File: src/rtl/rv_ctrl_pkg.sv
// Shared definitions for the multi-cycle RV32I control unit: FSM states, opcodes,
// datapath select encodings and the per-state control-word decode.
package rv_ctrl_pkg;

    typedef enum logic [3:0] {
        S_FETCH    = 4'd0,
        S_DECODE   = 4'd1,
        S_MEMADR   = 4'd2,
        S_MEMREAD  = 4'd3,
        S_MEMWB    = 4'd4,
        S_MEMWRITE = 4'd5,
        S_EXECR    = 4'd6,
        S_EXECI    = 4'd7,
        S_ALUWB    = 4'd8,
        S_BRANCH   = 4'd9,
        S_JAL      = 4'd10,
        S_JALR1    = 4'd11,
        S_JALR2    = 4'd12,
        S_TRAP     = 4'd13
    } state_e;

    typedef enum logic [1:0] {
        CLS_OTHER = 2'd0,
        CLS_R     = 2'd1,
        CLS_I     = 2'd2
    } op_class_e;

    localparam logic [6:0] OP_LOAD   = 7'b0000011;
    localparam logic [6:0] OP_STORE  = 7'b0100011;
    localparam logic [6:0] OP_R      = 7'b0110011;
    localparam logic [6:0] OP_I      = 7'b0010011;
    localparam logic [6:0] OP_BRANCH = 7'b1100011;
    localparam logic [6:0] OP_JAL    = 7'b1101111;
    localparam logic [6:0] OP_JALR   = 7'b1100111;

    localparam logic [3:0] ALU_ADD  = 4'b0000;
    localparam logic [3:0] ALU_SUB  = 4'b0001;
    localparam logic [3:0] ALU_AND  = 4'b0010;
    localparam logic [3:0] ALU_OR   = 4'b0011;
    localparam logic [3:0] ALU_XOR  = 4'b0100;
    localparam logic [3:0] ALU_SLT  = 4'b0101;
    localparam logic [3:0] ALU_SLTU = 4'b0110;
    localparam logic [3:0] ALU_SLL  = 4'b0111;
    localparam logic [3:0] ALU_SRL  = 4'b1000;
    localparam logic [3:0] ALU_SRA  = 4'b1001;

    localparam logic [1:0] IMM_I = 2'b00;
    localparam logic [1:0] IMM_S = 2'b01;
    localparam logic [1:0] IMM_B = 2'b10;

    localparam logic [1:0] RES_ALUOUT    = 2'b00;
    localparam logic [1:0] RES_DATA      = 2'b01;
    localparam logic [1:0] RES_ALURESULT = 2'b10;

    localparam logic [1:0] SRCA_PC    = 2'b00;
    localparam logic [1:0] SRCA_OLDPC = 2'b01;
    localparam logic [1:0] SRCA_RD1   = 2'b10;

    localparam logic [1:0] SRCB_RD2  = 2'b00;
    localparam logic [1:0] SRCB_IMM  = 2'b01;
    localparam logic [1:0] SRCB_FOUR = 2'b10;

    // fetch / retire_on_ready / branch are qualified later by MemReady or the branch outcome.
    typedef struct packed {
        logic       mem_req;
        logic       adr_src;
        logic       mem_write;
        logic       fetch;
        logic       pc_write;
        logic       branch;
        logic       reg_write;
        logic       retire;
        logic       retire_on_ready;
        logic       illegal;
        logic [1:0] result_src;
        logic [1:0] alu_src_a;
        logic [1:0] alu_src_b;
        logic [1:0] imm_src;
        logic [3:0] alu_ctrl;
    } ctrl_t;

    function automatic ctrl_t state_ctrl(input state_e st, input logic is_store,
                                         input logic [3:0] exec_alu);
        ctrl_t c;
        c = '0;
        case (st)
            S_FETCH: begin
                c.mem_req    = 1'b1;
                c.fetch      = 1'b1;
                c.result_src = RES_ALURESULT;
                c.alu_src_a  = SRCA_PC;
                c.alu_src_b  = SRCB_FOUR;
                c.alu_ctrl   = ALU_ADD;
            end
            S_DECODE: begin
                c.alu_src_a = SRCA_OLDPC;
                c.alu_src_b = SRCB_IMM;
                c.imm_src   = IMM_B;
                c.alu_ctrl  = ALU_ADD;
            end
            S_MEMADR: begin
                c.alu_src_a = SRCA_RD1;
                c.alu_src_b = SRCB_IMM;
                c.imm_src   = is_store ? IMM_S : IMM_I;
                c.alu_ctrl  = ALU_ADD;
            end
            S_MEMREAD: begin
                c.mem_req = 1'b1;
                c.adr_src = 1'b1;
            end
            S_MEMWB: begin
                c.result_src = RES_DATA;
                c.reg_write  = 1'b1;
                c.retire     = 1'b1;
            end
            S_MEMWRITE: begin
                c.mem_req         = 1'b1;
                c.adr_src         = 1'b1;
                c.mem_write       = 1'b1;
                c.retire_on_ready = 1'b1;
            end
            S_EXECR: begin
                c.alu_src_a = SRCA_RD1;
                c.alu_src_b = SRCB_RD2;
                c.alu_ctrl  = exec_alu;
            end
            S_EXECI: begin
                c.alu_src_a = SRCA_RD1;
                c.alu_src_b = SRCB_IMM;
                c.imm_src   = IMM_I;
                c.alu_ctrl  = exec_alu;
            end
            S_ALUWB: begin
                c.result_src = RES_ALUOUT;
                c.reg_write  = 1'b1;
                c.retire     = 1'b1;
            end
            S_BRANCH: begin
                c.alu_src_a  = SRCA_RD1;
                c.alu_src_b  = SRCB_RD2;
                c.alu_ctrl   = ALU_SUB;
                c.result_src = RES_ALUOUT;
                c.branch     = 1'b1;
                c.retire     = 1'b1;
            end
            S_JAL, S_JALR2: begin
                c.alu_src_a  = SRCA_OLDPC;
                c.alu_src_b  = SRCB_FOUR;
                c.alu_ctrl   = ALU_ADD;
                c.result_src = RES_ALUOUT;
                c.pc_write   = 1'b1;
            end
            S_JALR1: begin
                c.alu_src_a = SRCA_RD1;
                c.alu_src_b = SRCB_IMM;
                c.imm_src   = IMM_I;
                c.alu_ctrl  = ALU_ADD;
            end
            S_TRAP: begin
                c.illegal = 1'b1;
            end
            default: begin
                c = '0;
            end
        endcase
        return c;
    endfunction

endpackage

File: src/rtl/alu_decoder.sv
// ALU operation decode for R- and I-type arithmetic; flags ops the configured
// ALUControl width cannot express so the FSM can trap them.
module alu_decoder
    import rv_ctrl_pkg::*;
#(
    parameter int ALUC_W = 4
) (
    input  logic [1:0]        op_class_i,
    input  logic [2:0]        fun3_i,
    input  logic              fun75_i,
    output logic [ALUC_W-1:0] alu_control_o,
    output logic              unsupported_o
);

    logic [3:0] code_s;
    logic       narrow_ok_s;
    logic       unsupported_s;

    // Full-width op selection; fun75 only means sub for register-register adds.
    always_comb begin
        code_s = ALU_ADD;
        case (fun3_i)
            3'b000:  code_s = (op_class_i == CLS_R && fun75_i) ? ALU_SUB : ALU_ADD;
            3'b001:  code_s = ALU_SLL;
            3'b010:  code_s = ALU_SLT;
            3'b011:  code_s = ALU_SLTU;
            3'b100:  code_s = ALU_XOR;
            3'b101:  code_s = fun75_i ? ALU_SRA : ALU_SRL;
            3'b110:  code_s = ALU_OR;
            3'b111:  code_s = ALU_AND;
            default: code_s = ALU_ADD;
        endcase
    end

    // Narrow ALU implements only add/sub/and/or/slt.
    always_comb begin
        narrow_ok_s   = (code_s == ALU_ADD) || (code_s == ALU_SUB) || (code_s == ALU_AND) ||
                        (code_s == ALU_OR)  || (code_s == ALU_SLT);
        unsupported_s = (op_class_i != CLS_OTHER) && (ALUC_W < 4) && !narrow_ok_s;
        unsupported_o = unsupported_s;
        alu_control_o = unsupported_s ? '0 : code_s[ALUC_W-1:0];
    end

endmodule

File: src/rtl/multicycle_control.sv
// Moore control FSM for the multi-cycle RV32I core: sequences fetch through
// writeback over a shared ALU and a single memory port with a ready handshake.
module multicycle_control
    import rv_ctrl_pkg::*;
#(
    parameter int ALUC_W      = 4,
    parameter bit FULL_BRANCH = 1'b1
) (
    input  logic              Clk,
    input  logic              Rst,
    input  logic [6:0]        Op,
    input  logic [2:0]        fun3,
    input  logic              fun75,
    input  logic              Zero,
    input  logic              Neg,
    input  logic              Carry,
    input  logic              OverFlow,
    input  logic              MemReady,
    output logic              MemReq,
    output logic              AdrSrc,
    output logic              MemWrite,
    output logic              IRWrite,
    output logic              PCWrite,
    output logic              RegWrite,
    output logic [1:0]        ResultSrc,
    output logic [1:0]        ALUSrcA,
    output logic [1:0]        ALUSrcB,
    output logic [1:0]        ImmSrc,
    output logic [ALUC_W-1:0] ALUControl,
    output logic              Illegal,
    output logic              Retire
);

    state_e            state_q, state_d;
    ctrl_t             ctrl_q;
    op_class_e         op_class_s;
    logic [ALUC_W-1:0] dec_alu_s;
    logic [3:0]        exec_alu_s;
    logic              unsupported_s;
    logic              branch_ok_s;
    logic              taken_s;
    logic              run_s;

    // Classify the opcode for the ALU decoder.
    always_comb begin
        case (Op)
            OP_R:    op_class_s = CLS_R;
            OP_I:    op_class_s = CLS_I;
            default: op_class_s = CLS_OTHER;
        endcase
    end

    alu_decoder #(
        .ALUC_W(ALUC_W)
    ) u_alu_decoder (
        .op_class_i   (op_class_s),
        .fun3_i       (fun3),
        .fun75_i      (fun75),
        .alu_control_o(dec_alu_s),
        .unsupported_o(unsupported_s)
    );

    assign exec_alu_s = 4'(dec_alu_s);

    // Branch support and outcome; Carry=1 means the subtraction did not borrow.
    always_comb begin
        case (fun3)
            3'b000:  begin branch_ok_s = 1'b1;        taken_s = Zero;               end
            3'b001:  begin branch_ok_s = 1'b1;        taken_s = ~Zero;              end
            3'b100:  begin branch_ok_s = FULL_BRANCH; taken_s = Neg ^ OverFlow;     end
            3'b101:  begin branch_ok_s = FULL_BRANCH; taken_s = ~(Neg ^ OverFlow);  end
            3'b110:  begin branch_ok_s = FULL_BRANCH; taken_s = ~Carry;             end
            3'b111:  begin branch_ok_s = FULL_BRANCH; taken_s = Carry;              end
            default: begin branch_ok_s = 1'b0;        taken_s = 1'b0;               end
        endcase
    end

    // Next-state selection.
    always_comb begin
        state_d = state_q;
        case (state_q)
            S_FETCH:    state_d = MemReady ? S_DECODE : S_FETCH;
            S_DECODE: begin
                case (Op)
                    OP_LOAD, OP_STORE: state_d = S_MEMADR;
                    OP_R:              state_d = unsupported_s ? S_TRAP : S_EXECR;
                    OP_I:              state_d = unsupported_s ? S_TRAP : S_EXECI;
                    OP_BRANCH:         state_d = branch_ok_s ? S_BRANCH : S_TRAP;
                    OP_JAL:            state_d = S_JAL;
                    OP_JALR:           state_d = S_JALR1;
                    default:           state_d = S_TRAP;
                endcase
            end
            S_MEMADR:   state_d = (Op == OP_STORE) ? S_MEMWRITE : S_MEMREAD;
            S_MEMREAD:  state_d = MemReady ? S_MEMWB : S_MEMREAD;
            S_MEMWB:    state_d = S_FETCH;
            S_MEMWRITE: state_d = MemReady ? S_FETCH : S_MEMWRITE;
            S_EXECR:    state_d = S_ALUWB;
            S_EXECI:    state_d = S_ALUWB;
            S_ALUWB:    state_d = S_FETCH;
            S_BRANCH:   state_d = S_FETCH;
            S_JAL:      state_d = S_ALUWB;
            S_JALR1:    state_d = S_JALR2;
            S_JALR2:    state_d = S_ALUWB;
            S_TRAP:     state_d = S_TRAP;
            default:    state_d = S_FETCH;
        endcase
    end

    // State register with the control word for the upcoming state registered alongside it.
    always_ff @(posedge Clk) begin
        if (Rst) begin
            state_q <= S_FETCH;
            ctrl_q  <= state_ctrl(S_FETCH, 1'b0, ALU_ADD);
        end else begin
            state_q <= state_d;
            ctrl_q  <= state_ctrl(state_d, Op == OP_STORE, exec_alu_s);
        end
    end

    // Output stage: reset forces everything low, handshake terms qualify the registered word.
    always_comb begin
        run_s      = ~Rst;
        MemReq     = run_s & ctrl_q.mem_req;
        AdrSrc     = run_s & ctrl_q.adr_src;
        MemWrite   = run_s & ctrl_q.mem_write;
        IRWrite    = run_s & ctrl_q.fetch & MemReady;
        PCWrite    = run_s & (ctrl_q.pc_write | (ctrl_q.fetch & MemReady) |
                              (ctrl_q.branch & taken_s));
        RegWrite   = run_s & ctrl_q.reg_write;
        ResultSrc  = run_s ? ctrl_q.result_src : 2'b00;
        ALUSrcA    = run_s ? ctrl_q.alu_src_a : 2'b00;
        ALUSrcB    = run_s ? ctrl_q.alu_src_b : 2'b00;
        ImmSrc     = run_s ? ctrl_q.imm_src : 2'b00;
        ALUControl = run_s ? ctrl_q.alu_ctrl[ALUC_W-1:0] : '0;
        Illegal    = run_s & ctrl_q.illegal;
        Retire     = run_s & (ctrl_q.retire | (ctrl_q.retire_on_ready & MemReady));
    end

endmodule

File: config.mk
export PLATFORM = sky130hd
export DESIGN_NAME = multicycle_control
export DESIGN_NICKNAME = d
export VERILOG_FILES = /design/src/rtl/rv_ctrl_pkg.sv /design/src/rtl/alu_decoder.sv /design/src/rtl/multicycle_control.sv
export SDC_FILE = /design/constraint.sdc
export NUM_CORES = 1
export LEC_CHECK = 0
export BUFFER_PORTS_ARGS = -buffer_cell sky130_fd_sc_hd__buf_2
export CORE_UTILIZATION = 52
export CTS_CLUSTER_DIAMETER = 30
export DETAILED_ROUTE_END_ITERATION = 12
export HOLD_SLACK_MARGIN = 0.1
export PLACE_DENSITY = 0.79
export SYNTH_ARGS = -nofsm -noshare
export SYNTH_HDL_FRONTEND = slang
export SYNTH_HIERARCHICAL = 1
export SYNTH_SLANG_ARGS = --single-unit
File: constraint.sdc
create_clock -name Clk -period 2.6 [get_ports Clk]
set_clock_uncertainty 0.05 [all_clocks]
set_input_delay 0 -clock Clk [delete_from_list [all_inputs] [get_ports Clk]]
set_output_delay 0 -clock Clk [all_outputs]
set_load 0.02 [all_outputs]
==> results.py, run 1 <==
metrics = {
    "status": {
        "outcome": "finished clean",
    },
    "timing": {
        "period_needed_ns": 2.15,
        "max_slew_margin_pct": 64.8,
        "finalSetupViolations": 0,
        "tightest_slew_ns": 0.529,
        "rsz0062_at_grt": "false",
        "max_freq_mhz": 465,
        "finalSetupTns_ns": 0,
        "fin_crit_sh_pct": 82.8,
        "whs_ns": 0.134,
        "finalMaxSlewViolations": 0,
        "hold_viol_final": 0,
    },
    "finish": {
        "mostFrequentLayoutCells": "buf_2, dfxtp_1, nor2b_1",
        "antenna_cells": 0,
        "drive_above_1_share_pct": 26.4,
        "design_area_sq_um": 1710,
        "final_common_cell": "buf_2",
        "fill_cells": 216,
        "syn2layout_area_growth_pct": 19.5,
        "nNetsFinal": 231,
    },
    "pwr": {
        "swShare_pct": 32.8,
        "power_density_nw_per_um2": 523,
        "power_switching_mw": 0.293,
        "pwr-share-seq_pct": 46.8,
        "internal_power_mw": 0.600,
        "ir_drop_v": 0.000616,
        "pwr-share-clk_pct": 21.9,
        "combinationalPowerShare_pct": 31.3,
        "power_leakage_nw": 0.731,
    },
    "routing": {
        "drtPass1Iterations": 4,
        "post_drt_wl_per_cell_um": 13.4,
        "drcViolationCount": 0,
        "viasPerCell": 5.58,
        "totalWireLength_um": 3240,
        "vias": 1350,
        "drt-initial-drc-count": 58,
        "ant_nets": 0,
    },
    "clocking": {
        "numCtsBuffers": 3,
        "hold_buffers": 7,
        "cts.path.max_buffers": 2,
        "path_clk_slew_ns": 0.13,
        "cts_max_level": 1,
        "cts_resized": 0,
        "clock-sinks": 24,
        "post-cts-setup-buffers": 0,
        "cts_root_buffer": "clkbuf_4",
        "cts_tree": "done",
        "insertion_delay_ns": 0.31,
    },
    "yosys": {
        "synth.largest_area_cell": "dfxtp_1",
        "synth.avg_cell_area_sq_um": 8.26,
        "async_flop_share_pct": 0,
        "ys_ff_latch": 24,
        "yosysSeqAreaShare_pct": 33.6,
        "synth.distinct_cells": 51,
        "netlist_instances": 173,
        "synth_area_leaders": "dfxtp_1, nor2b_1, nand2_1",
        "yosysWarnings": 6,
        "synth_nets": 191,
        "syn-cell-area_sq_um": 1430,
        "yosys_most_used_dff": "dfxtp_1",
        "yosysTopAreaCellShare_pct": 33.6,
        "synth_edf_count": 0,
    },
    "critical_path": {
        "reg2reg_to": "ctrl_q[6]$_SDFF_PP0_",
        "startpoint_type": "primary input",
        "crit_slowest_cell": "dlygate4sd3_1",
        "path_cells": "dlygate4sd3_1 > buf_2 > nand4b_1 > a2bb2oi_1 > o311ai_1 > and2_1 > nand2_1 > nor3_1",
        "critPathArrivalTime_ns": 2.33,
        "end_kind": "flip-flop",
        "cp_max_fo": 11,
        "rrSetupSlack_ns": 0.51,
        "path_class": "primary input to flip-flop",
        "required_ns": 2.78,
        "critPathMaxStageDelay_ns": 0.52,
        "ff2ff_path_depth": 6,
        "r2r_start": "state_q[1]$_SDFF_PP0_",
    },
    "die": {
        "start_util_pct": 56.1,
        "die_area_sq_um": 2960,
        "core_sq_um": 2540,
        "die_w_um": 54.4,
        "die_y_um": 54.4,
        "pin_count": 38,
        "rows": 18,
    },
    "place": {
        "dp_hpwl_um": 2380,
        "place_area_sq_um": 1600,
        "gp_congestion": 0.867,
        "io_buffers": 37,
    },
    "grt": {
        "grt_util_all_layers_pct": 23.9,
        "grt_max_degree": 33,
        "grt_pass1_wl_um": 5040,
        "gr-total-overflow": 0,
        "grt_pass1_vias": 1169,
        "antenna_found_initial": 0,
    },
    "min_path": {
        "hold_class": "primary input to flip-flop",
        "whs_path_depth": 3,
        "hold_start": "fun3[0]",
        "holdPathEnd": "ctrl_q[3]$_SDFF_PP0_",
    },
    "flow_run": {
        "drv_cap": 0,
    },
}
==> worst max-delay path by stage <==
stage	start	end	slack (ns)	cells past startpoint
floorplan	state_q[1]$_SDFF_PP0_	ctrl_q[20]$_SDFF_PP0_	0.74	6
global placement	Op[2]	ctrl_q[20]$_SDFF_PP0_	0.62	8
detailed placement	Op[2]	ctrl_q[20]$_SDFF_PP0_	0.54	8
CTS	Op[6]	ctrl_q[4]$_SDFF_PP0_	0.48	8
global route	Op[6]	ctrl_q[4]$_SDFF_PP0_	0.25	8
finish	Op[6]	ctrl_q[4]$_SDFF_PP0_	0.45	8
==> critical path, delay by kind of cell <==
family                 cells  cell delay [ns]
buffers and inverters      2             0.72
AOI/OAI and AO/OA          2             0.60
and+or+nand+nor            4             1.00
==> Yosys cell counts (3+ instances only) <==
| library cell | count |
|---|---|
| o22ai_1 | 3 |
| nor2_1 | 15 |
| nand3_1 | 3 |
| o211ai_1 | 3 |
| nor3_1 | 8 |
| nand2b_1 | 4 |
| o21ai_0 | 3 |
| buf_2 | 4 |
| nor2b_1 | 18 |
| and3_1 | 3 |
| mux2_2 | 4 |
| mux2i_1 | 3 |
| nand4_1 | 3 |
| a21oi_1 | 4 |
| nand4b_1 | 3 |
| nand2_1 | 15 |
| dfxtp_1 | 24 |
| xnor2_1 | 3 |
| and2_1 | 3 |
| nor4_1 | 4 |
| clkbuf_1 | 3 |
| inv_1 | 4 |
==> area by class of cell <==
type | instances | area [sq um] | area share, %
clock buffer | 4 | 36.3 | 2.12
inverter | 4 | 15.0 | 0.879
multi-input combinational | 134 | 868 | 50.8
sequential | 24 | 480 | 28.1
tap | 30 | 37.5 | 2.20
timing repair buffer | 46 | 270 | 15.8
==> kinds of logic after synthesis <==
kind of cell | after synthesis | share of synthesized area (%)
other cells | 1 | 0.262
xor+xnor | 5 | 3.07
buf+inv | 15 | 5.60
mux | 7 | 5.25
simple gates | 89 | 34.9
compound gates | 32 | 17.3
flops | 24 | 33.6
==> sequential cells by signal (all words and copies together), names as in the netlist <==
name     flops
ctrl_q      20
state_q      4
==> power by group through the flow <==
stage               Combinational, mW  Clock [mW]  Sequential (mW)
finish                          0.280       0.195            0.418
global route                    0.308       0.213            0.423
CTS                             0.277       0.193            0.418
detailed placement              0.268           0            0.426
global placement                0.262           0            0.425
floorplan                       0.211           0            0.417
==> per-layer routing <==
metal / vias to the layer above / track usage (%) / share of wire [%]
li1: 693 / - / -
met1: 610 / 30.8 / 47
met2: 45 / 40.7 / 46
met3: 2 / 6.39 / 6.5
met4: 0 / 3.42 / 0.22
met5: - / 0 / 0
==> per-stage QoR <==
step | setup WS (ns) | cells | total power, mW | utilization (%)
floorplan | 0.736 | 173 | 0.628 | -
global placement | 0.624 | 231 | 0.687 | 62.9
detailed placement | 0.544 | 231 | 0.694 | 62.9
CTS | 0.483 | 242 | 0.888 | 67.1
global route | 0.248 | 242 | 0.944 | 67.1
finish | 0.448 | 242 | 0.894 | 67.1
Note: power is estimated with default switching activity, not from simulation.
==> run 2, diff against run 1 <==
- CORE_UTILIZATION: 52 -> 47
- PLACE_DENSITY: 0.79 -> 0.75
- clock period: 2.6 -> 1.9 ns (I/O delays scaled with it)
==> results.py, run 2 (synthesis results as in run 1) <==
metrics = {
    "status": {
        "outcome": "complete, but fails checks",
        "violations": "DRC",
    },
    "die": {
        "rows": 19,
        "pin_count": 38,
        "die_area_sq_um": 3260,
        "start_util_pct": 50.5,
        "die_w_um": 57.1,
        "core_sq_um": 2830,
        "die_y_um": 57.1,
    },
    "grt": {
        "grt_pass1_vias": 1246,
        "grt_util_all_layers_pct": 21.4,
        "grt_max_degree": 33,
        "grt_pass1_wl_um": 5450,
        "gr-total-overflow": 0,
        "antenna_found_initial": 0,
    },
    "timing": {
        "tightest_slew_ns": 0.526,
        "hold_viol_final": 0,
        "setup_ws_ns": 0.0813,
        "whs_ns": 0.116,
        "finalSetupViolations": 0,
        "fin_crit_sh_pct": 95.7,
        "max_freq_mhz": 550,
        "finalMaxSlewViolations": 0,
        "rsz0062_at_grt": "false",
        "period_needed_ns": 1.82,
        "max_slew_margin_pct": 64.9,
    },
    "clocking": {
        "cts.path.max_buffers": 2,
        "clock-sinks": 24,
        "cts_root_buffer": "clkbuf_4",
        "path_clk_slew_ns": 0.12,
        "insertion_delay_ns": 0.31,
        "numCtsBuffers": 3,
        "cts_tree": "done",
        "post-cts-setup-buffers": 0,
        "cts_max_level": 1,
    },
    "routing": {
        "highest_layer": "met4",
        "drcViolationCount": 8,
        "wl_met2_um": 1660,
        "wl_met1_um": 1490,
        "ant_nets": 0,
        "drtPass1Iterations": 8,
        "met3WireLength_um": 166,
        "drt-initial-drc-count": 76,
        "vias": 1416,
        "viasPerCell": 5.69,
        "totalWireLength_um": 3360,
        "post_drt_wl_per_cell_um": 13.5,
    },
    "finish": {
        "antenna_cells": 0,
        "mostFrequentLayoutCells": "buf_2, dfxtp_1, nor2b_1",
        "largest_reg_flops": 20,
        "final_cells": 249,
        "final_common_cell": "buf_2",
        "regMostFlops": "ctrl_q",
        "nNetsFinal": 237,
        "syn2layout_area_growth_pct": 26.8,
        "reg_top3": "ctrl_q: 20 flops, state_q: 4 flops",
        "drive_above_1_share_pct": 35.3,
        "design_area_sq_um": 1810,
    },
    "critical_path": {
        "critPathArrivalTime_ns": 2.00,
        "required_ns": 2.08,
        "startpoint_type": "flip-flop",
        "path_class": "flip-flop to flip-flop",
        "end_kind": "flip-flop",
        "cp_max_fo": 9,
    },
    "place": {
        "dp.cells": 239,
        "io_buffers": 37,
        "dp_hpwl_um": 2510,
        "place_area_sq_um": 1660,
        "post-place-ws_ns": -0.0488,
        "gp_congestion": 0.913,
    },
    "min_path": {
        "hold_class": "primary input to flip-flop",
    },
    "pwr": {
        "power_density_nw_per_um2": 702,
        "power_leakage_nw": 0.781,
        "ir_drop_v": 0.000504,
        "finalPower_mw": 1.27,
    },
    "flow_run": {
        "drv_cap": 0,
    },
}
[run 2: critical path, cell delays in order, from the launching register on]
cell       delay, ns
dfxtp_2         0.36
buf_4           0.14
and2_4          0.15
o21a_1          0.16
o22a_1          0.19
buf_6           0.15
nand2_1         0.07
or3_4           0.35
o2111ai_1       0.12
[run 2: repair_timing]
| item | 4_1_cts | 5_1_grt |
|---|---|---|
| hold buffers | 6 | 0 |
| pin swaps | 0 | 4 |
| endpoints found under the hold margin | 5 | 0 |
| gates resized for setup | 0 | 18 |
| setup endpoints to repair | 3 | 17 |
[run 2: power by group]
| part | total, mW | internal, mW | leakage (nW) | switching [mW] |
|---|---|---|---|---|
| Sequential | 0.574 | 0.550 | 0.197 | 0.0248 |
| Clock | 0.257 | 0.117 | 0.0210 | 0.140 |
| Combinational | 0.440 | 0.191 | 0.563 | 0.248 |
[run 2: per-stage QoR]
step	utilization, %	setup TNS (ns)
floorplan	-	0
global placement	58.5	0
detailed placement	58.5	-0.0745
CTS	61.9	-0.0976
global route	64.0	0
finish	64.0	0
[run 2: cell type report]
type	instances	area [sq um]
repair buffers	52	317
fillers	238	1020
flip-flops and latches	24	487
multi-input cells	134	918
inverters	4	15.0
clock buffers	4	36.3
well taps	31	38.8
[run 2: worst paths after layout]
kind,endpoint,start,slack (ns),cells after the start
worst max-delay path,ctrl_q[21]$_SDFF_PP1_,state_q[2]$_SDFF_PP0_,0.08,8
worst min-delay path,ctrl_q[4]$_SDFF_PP0_,Op[5],0.12,4
worst max register to register,ctrl_q[21]$_SDFF_PP1_,state_q[2]$_SDFF_PP0_,0.08,8
worst min register to register,ctrl_q[17]$_SDFF_PP0_,state_q[3]$_SDFF_PP0_,0.61,2
[run 2: per-layer routing]
metal  global-route usage, %  up-vias
met5                       0        -
met4                    4.88        0
met3                    4.31        6
met2                    37.3       38
met1                    27.2      659
li1                        -      713
